<file path="src/rtl/sr_pkg.sv">
// Shared types for the SR pulse driver: FSM encoding, latched command and counter sizing.
// Channel indices are carried at SR_CH_W bits, so N_CH is limited to 2**SR_CH_W channels.
package sr_pkg;

  localparam int SR_CH_W = 8;

  typedef enum logic [1:0] {
    IDLE  = 2'd0,
    PULSE = 2'd1,
    GAP   = 2'd2
  } sr_state_t;

  typedef struct packed {
    logic [SR_CH_W-1:0] ch;
    logic               val;
  } sr_cmd_t;

  // Counter holds (length - 1) of the longer of the two phases.
  function automatic int sr_cnt_w(input int pulse_cycles, input int gap_cycles);
    int m;
    m = (pulse_cycles > gap_cycles) ? pulse_cycles : gap_cycles;
    return (m <= 2) ? 1 : $clog2(m);
  endfunction

endpackage

</file>
<file path="src/rtl/sr_cycle_counter.sv">
// Loadable down-counter with a zero flag; it times both the PULSE and the GAP phase.
// It holds at zero rather than wrapping, so a stray decrement is harmless.
module sr_cycle_counter #(
  parameter int W = 2
) (
  input  logic         clk,
  input  logic         rst_n,
  input  logic         load_i,
  input  logic [W-1:0] load_val_i,
  input  logic         dec_i,
  output logic         zero_o
);

  logic [W-1:0] cnt_q, cnt_d;

  always_comb begin
    cnt_d = cnt_q;
    if (load_i) begin
      cnt_d = load_val_i;
    end else if (dec_i && (cnt_q != '0)) begin
      cnt_d = cnt_q - 1'b1;
    end
  end

  always_ff @(posedge clk) begin
    if (!rst_n) begin
      cnt_q <= '0;
    end else begin
      cnt_q <= cnt_d;
    end
  end

  assign zero_o = (cnt_q == '0);

endmodule

</file>
<file path="src/rtl/sr_pulse_driver.sv">
// Turns (channel, value) write requests into exclusive set/reset pulses with a guard gap.
// Optional SR_SKIP_REDUNDANT_EN: commands matching the tracked flop state complete without a pulse.
module sr_pulse_driver
  import sr_pkg::*;
#(
  parameter int N_CH         = 4,
  parameter int PULSE_CYCLES = 2,
  parameter int GAP_CYCLES   = 1,
  localparam int CW          = (N_CH > 1) ? $clog2(N_CH) : 1
) (
  input  logic            clk,
  input  logic            rst_n,
  input  logic            req_valid,
  output logic            req_ready,
  input  logic [CW-1:0]   req_ch,
  input  logic            req_val,
  output logic [N_CH-1:0] s,
  output logic [N_CH-1:0] r,
  output logic [N_CH-1:0] state_q,
  output logic            busy,
  output logic            done,
  output logic            err
);

  localparam int               CNT_W    = sr_cnt_w(PULSE_CYCLES, GAP_CYCLES);
  localparam logic [CNT_W-1:0] PULSE_LD = CNT_W'(PULSE_CYCLES - 1);
  localparam logic [CNT_W-1:0] GAP_LD   = CNT_W'((GAP_CYCLES > 0) ? GAP_CYCLES - 1 : 0);

  sr_state_t        fsm_q, fsm_d;
  sr_cmd_t          cmd_q, cmd_d;
  logic [N_CH-1:0]  track_q, track_d;
  logic             done_q, done_d;
  logic             err_q, err_d;
  logic             cnt_load;
  logic [CNT_W-1:0] cnt_load_val;
  logic             cnt_dec;
  logic             cnt_zero;
  logic             accept;
  logic             req_oor;
  logic             req_redundant;

  sr_cycle_counter #(
    .W(CNT_W)
  ) u_cnt (
    .clk       (clk),
    .rst_n     (rst_n),
    .load_i    (cnt_load),
    .load_val_i(cnt_load_val),
    .dec_i     (cnt_dec),
    .zero_o    (cnt_zero)
  );

  assign accept  = req_valid & req_ready;
  assign req_oor = (32'(req_ch) >= N_CH);

`ifdef SR_SKIP_REDUNDANT_EN
  always_comb begin
    req_redundant = 1'b0;
    for (int i = 0; i < N_CH; i++) begin
      if ((32'(req_ch) == i) && (track_q[i] == req_val)) begin
        req_redundant = 1'b1;
      end
    end
  end
`else
  assign req_redundant = 1'b0;
`endif

  always_ff @(posedge clk) begin
    if (!rst_n) begin
      fsm_q   <= IDLE;
      track_q <= '0;
      done_q  <= 1'b0;
      err_q   <= 1'b0;
    end else begin
      fsm_q   <= fsm_d;
      track_q <= track_d;
      done_q  <= done_d;
      err_q   <= err_d;
    end
  end

  // The latched command is only read while the FSM is out of IDLE, so it needs no reset.
  always_ff @(posedge clk) begin
    cmd_q <= cmd_d;
  end

  always_comb begin
    fsm_d        = fsm_q;
    cmd_d        = cmd_q;
    track_d      = track_q;
    done_d       = 1'b0;
    err_d        = 1'b0;
    cnt_load     = 1'b0;
    cnt_load_val = PULSE_LD;
    cnt_dec      = 1'b0;
    case (fsm_q)
      IDLE: begin
        if (accept) begin
          cmd_d.ch  = SR_CH_W'(req_ch);
          cmd_d.val = req_val;
          if (req_oor) begin
            err_d  = 1'b1;
            done_d = 1'b1;
          end else if (req_redundant) begin
            done_d = 1'b1;
          end else begin
            fsm_d    = PULSE;
            cnt_load = 1'b1;
          end
        end
      end
      PULSE: begin
        if (cnt_zero) begin
          for (int i = 0; i < N_CH; i++) begin
            if (cmd_q.ch == SR_CH_W'(i)) begin
              track_d[i] = cmd_q.val;
            end
          end
          if (GAP_CYCLES > 0) begin
            fsm_d        = GAP;
            cnt_load     = 1'b1;
            cnt_load_val = GAP_LD;
          end else begin
            fsm_d  = IDLE;
            done_d = 1'b1;
          end
        end else begin
          cnt_dec = 1'b1;
        end
      end
      GAP: begin
        if (cnt_zero) begin
          fsm_d  = IDLE;
          done_d = 1'b1;
        end else begin
          cnt_dec = 1'b1;
        end
      end
      default: fsm_d = IDLE;
    endcase
  end

  // Only the addressed channel is ever driven, and only one of its s/r lines.
  always_comb begin
    s = '0;
    r = '0;
    if (fsm_q == PULSE) begin
      for (int i = 0; i < N_CH; i++) begin
        if (cmd_q.ch == SR_CH_W'(i)) begin
          s[i] = cmd_q.val;
          r[i] = ~cmd_q.val;
        end
      end
    end
  end

  assign req_ready = (fsm_q == IDLE) & rst_n;
  assign busy      = (fsm_q != IDLE);
  assign done      = done_q;
  assign err       = err_q;
  assign state_q   = track_q;

endmodule

</file>
<file path="config.mk">
export PLATFORM = sky130hd
export DESIGN_NAME = sr_pulse_driver
export DESIGN_NICKNAME = d
export VERILOG_FILES = /design/src/rtl/sr_pkg.sv /design/src/rtl/sr_cycle_counter.sv /design/src/rtl/sr_pulse_driver.sv
export SDC_FILE = /design/constraint.sdc
export NUM_CORES = 1
export LEC_CHECK = 0
export ABC_AREA = 1
export CORE_UTILIZATION = 30
export DETAILED_ROUTE_END_ITERATION = 10
export PLACE_DENSITY = 0.7
export SLEW_MARGIN = 30
export SYNTH_ARGS = -nofsm -noshare
export SYNTH_HDL_FRONTEND = slang
export SYNTH_SLANG_ARGS = --single-unit
</file>
<file path="constraint.sdc">
create_clock -name clk -period 1.25 [get_ports clk]
set_input_delay 0.25 -clock clk [delete_from_list [all_inputs] [get_ports clk]]
set_output_delay 0.25 -clock clk [all_outputs]
set_load 0.005 [all_outputs]
</file>
==> tab_implementation.tex <==
\begin{tabular}{lr}
\hline
Metric & Value \\
\hline
\multicolumn{2}{l}{\textbf{Critical path}} \\
\quad Endpoint of the most critical register-to-register path & fsm\_q[1]\$\_SDFFE\_PN0P\_ \\
\quad Required time of the critical path & 1.00 ns \\
\quad WP data arrival & 1.29 ns \\
\quad Critical path class & flop to output port \\
\quad R2R cell count & 11 \\
\quad Nature of the critical path startpoint & flop \\
\quad Standard cell with the maximum stage delay on the critical path & dfxtp\_2 \\
\quad Maximum single-stage delay on the critical path & 0.33 ns \\
\quad Critical Path, Cell by Cell & inv\_2, ha\_4, inv\_2, or2\_4, nor2\_2, buf\_2 \\
\quad Largest fanout on the critical path & 4 \\
\quad Startpoint of the worst-slack reg-to-reg timing path & fsm\_q[1]\$\_SDFFE\_PN0P\_ \\
\quad Setup slack, reg-to-reg & -0.24 ns \\
\quad Sort of element at the end of the critical path & output port \\
\quad Crit path top cell by count & inv\_2 \\
\multicolumn{2}{l}{\textbf{Placement}} \\
\quad Last weighted congestion value of the routability-driven placer & 0.828 \\
\quad Minimum setup slack after placement & -0.433 ns \\
\quad Port Buffer Count & 20 \\
\quad Dpl hpwl & 941 um \\
\multicolumn{2}{l}{\textbf{Power and ir drop}} \\
\quad Cell leakage power & 0.446 nW \\
\quad Switch share & 0.362 \\
\quad Combinational cell fraction of total power & 0.530 \\
\quad Clock network fraction of design power & 0.165 \\
\quad Overall power & 1.49 mW \\
\quad Switching Power & 0.540 mW \\
\quad Max rail drop VDD & 1.04 mV \\
\quad Sequential cell fraction of total power & 0.305 \\
\quad Internal power contribution & 0.952 mW \\
\quad Total power divided by cell area & 1550 nW/um\^{}2 \\
\multicolumn{2}{l}{\textbf{Synth}} \\
\quad Most used standard cell by instance count after synthesis & nand2\_1 \\
\quad Synth cell count leaders & nand2\_1, inv\_1, nor2\_1, dfxtp\_1 \\
\quad Portion of synthesized cell area occupied by the leading cell type & 0.296 \\
\quad EDFF count, synth & 3 \\
\quad Post-Syn Nets & 81 \\
\quad Most area-consuming cells after synthesis & dfxtp\_1, edfxtp\_1, nand2\_1 \\
\quad Fraction of synthesis flops using an asynchronous set or reset pin & 0 \\
\quad Sequential element share of the synthesized area & 0.462 \\
\quad Distinct cells, synth & 14 \\
\quad Number of warning messages in the yosys log & 0 \\
\quad Top\_reg\_cell synth & dfxtp\_1 \\
\quad Post-Syn Area & 542 sq um \\
\quad Syn avg cell area & 7.63 sq um \\
\quad Yosys top cell by area & dfxtp\_1 \\
\quad Number of instances in the synthesized netlist & 71 \\
\quad Total of flip-flops plus latches after synthesis & 11 \\
\multicolumn{2}{l}{\textbf{Timing}} \\
\quad Hold slack final & 0.437 ns \\
\quad Final period demand of the worst path & 1.54 ns \\
\quad Setup repair after global routing missed its margin & yes \\
\quad Ratio of final minimum period to clock period & 1.24 \\
\quad Setup violation total in the final timing report & 17 \\
\quad Maximum clock frequency & 647 MHz \\
\quad Count of pins over their slew limit & 0 \\
\quad Final count of hold timing violations & 0 \\
\quad Setup clock skew after layout & 0.00197 ns \\
\quad Final Worst Setup Slack & -0.295 ns \\
\multicolumn{2}{l}{\textbf{Status}} \\
\quad Failing checks & setup timing \\
\quad Outcome & complete, but fails checks \\
\multicolumn{2}{l}{\textbf{Clock network}} \\
\quad Skew-Pair Late Insertion Delay & 0.27 ns \\
\quad Buffer cell driving the clock tree root & clkbuf\_4 \\
\quad Number of H-tree branching levels & 1 \\
\quad Clock tree from TritonCTS & built \\
\quad Clock sinks & 11 \\
\quad Max Root-Sink Buffers & 2 \\
\quad Clock transition at the registers of the reported paths & 0.07 ns \\
\quad Total clock buffers created by CTS & 3 \\
\multicolumn{2}{l}{\textbf{Global routing}} \\
\quad Initial antenna violation count & 0 \\
\quad Via count of the first global-routing pass & 546 \\
\quad Global-route total usage across every layer & 0.163 \\
\quad Pin count of the biggest net entering global routing & 7 \\
\quad Gr ovfl total & 0 \\
\quad First-pass GRT wire length & 2.28 mm \\
\multicolumn{2}{l}{\textbf{Detailed routing}} \\
\quad Initial detailed-routing violation count & 3 \\
\quad Routed via count divided by cell count & 4.37 \\
\quad Detailed Routing Iterations Pass 1 & 4 \\
\quad WL/cell & 10.7 um \\
\quad Number of vias after detailed routing & 573 \\
\quad Drt total wl & 1.40 mm \\
\quad DRC errors left & 0 \\
\quad ANT nets after route & 0 \\
\multicolumn{2}{l}{\textbf{Floorplanning}} \\
\quad Initial core utilization & 0.340 \\
\quad Die boundary height & 44.5 um \\
\quad Floorplan die area & 1980 sq um \\
\quad Num rows & 14 \\
\quad Core outline area & 1590 sq um \\
\quad Ports placed on the boundary & 22 \\
\quad Chip width & 44.5 um \\
\multicolumn{2}{l}{\textbf{Worst hold path}} \\
\quad Hold path depth & 1 \\
\quad Worst Hold Class & flop to flop \\
\quad Endpoint with the worst hold slack & done\$\_SDFF\_PN0\_ \\
\quad Min-Delay Startpoint & u\_cnt.cnt\_q\$\_SDFFE\_PN0P\_ \\
\multicolumn{2}{l}{\textbf{Layout}} \\
\quad Layout-stage area growth over the synthesis result & 78.3\% \\
\quad Number of nets in the finished design & 118 \\
\quad Fraction of final layout cells with drive strength greater than 1 & 0.486 \\
\quad Core occupancy in the finished layout & 0.606 \\
\quad Antenna Diode Count & 0 \\
\multicolumn{2}{l}{\textbf{Run}} \\
\quad Max-cap check violation count & 0 \\
\hline
\end{tabular}
per-stage QoR:
stage / setup TNS (ns) / cell area, sq um / cells
final: -3.65 / 966 / 131
after global routing: -4.62 / 966 / 131
after CTS: -3.27 / 926 / 129
after detailed placement: -4.52 / 847 / 123
after global placement: -4.24 / 847 / 123
after floorplan: 0 / 557 / 71
metal layers:
| metal | track usage | wire length [um] |
|---|---|---|
| met1 | 0.172 | 574 |
| met2 | 0.282 | 770 |
| met3 | 0.0612 | 51 |
| met4 | 0.0788 | 7 |
| met5 | 0 | 0 |
cells in the final DEF (no fill, tap or decap):
master           instances
nand3_4                  1
ha_1                     2
buf_4                    9
inv_4                    2
a21oi_1                  5
o21ai_2                  1
clkbuf_1                 1
ha_4                     2
edfxtp_1                 3
nand2_2                  2
nand2_8                  1
nand3_1                  1
nand2_1                 14
nand2_4                  1
inv_1                    6
dfxtp_2                  3
or2_4                    1
a21oi_2                  1
conb_1                   1
buf_6                    5
nor2_1                   2
clkbuf_4                 3
nor2_2                   5
dlygate4sd2_1            5
nor2_4                   3
clkdlybuf4s50_1          5
o21ai_0                  5
dfxtp_1                  5
buf_2                    9
inv_2                    3
how the worst max path moves through the flow:
stage,depth (start not counted),to,slack [ns],from
floorplan,5,r[0],0.04,fsm_q[1]$_SDFFE_PN0P_
global route,6,r[3],-0.36,fsm_q[1]$_SDFFE_PN0P_
finish,6,r[0],-0.29,fsm_q[1]$_SDFFE_PN0P_
global placement,6,r[1],-0.41,fsm_q[1]$_SDFFE_PN0P_
CTS,6,r[0],-0.31,fsm_q[1]$_SDFFE_PN0P_
detailed placement,6,r[0],-0.43,fsm_q[1]$_SDFFE_PN0P_
registers in the layout (all words and copies together) (netlist names):
signal       cells
state_q          4
cmd_q            3
fsm_q            2
done             1
u_cnt.cnt_q      1
cells by family (layout without fill, tap and decap cells):
logic type | after synthesis | in the layout | share of synthesized area
buffers and inverters | 12 | 48 | 0.0901
adder cells (fa/ha/maj) | 4 | 4 | 0.0924
other | 1 | 1 | 0.00692
AO/OA/AOI/OAI | 12 | 12 | 0.111
flip-flops | 11 | 11 | 0.462
AND/OR/NAND/NOR | 31 | 31 | 0.238
power by group through the flow:
stage / combinational, mW / sequential [mW] / clock [mW]
CTS: 0.658 / 0.458 / 0.250
floorplan: 0.268 / 0.450 / 0
detailed placement: 0.544 / 0.452 / 0
global route: 0.863 / 0.461 / 0.273
global placement: 0.539 / 0.451 / 0
finish: 0.791 / 0.455 / 0.246
area by class of cell:
class / count / area [sq um]
Multi-Input combinational cell: 48 / 347
Sequential cell: 11 / 254
Inverter: 11 / 46.3
Tap cell: 24 / 30.0
Timing Repair Buffer: 33 / 263
Clock buffer: 4 / 26.3
Fill cell: 159 / 628
critical path: cells and delay by family (launching register included):
kind	cells	cell delay (ns)
adders and majority gates	1	0.15
buffers and inverters	3	0.22
DFF	1	0.33
and+or+nand+nor	2	0.33
timing repair:
action / 4_1_cts / 5_1_grt
resized for setup: 67 / 13
endpoints found under the setup margin: 21 / 17
hold buffers: 0 / 0
setup buffers: 3 / 2
pin swaps: 11 / 10
(Power assumes the default switching activity.)
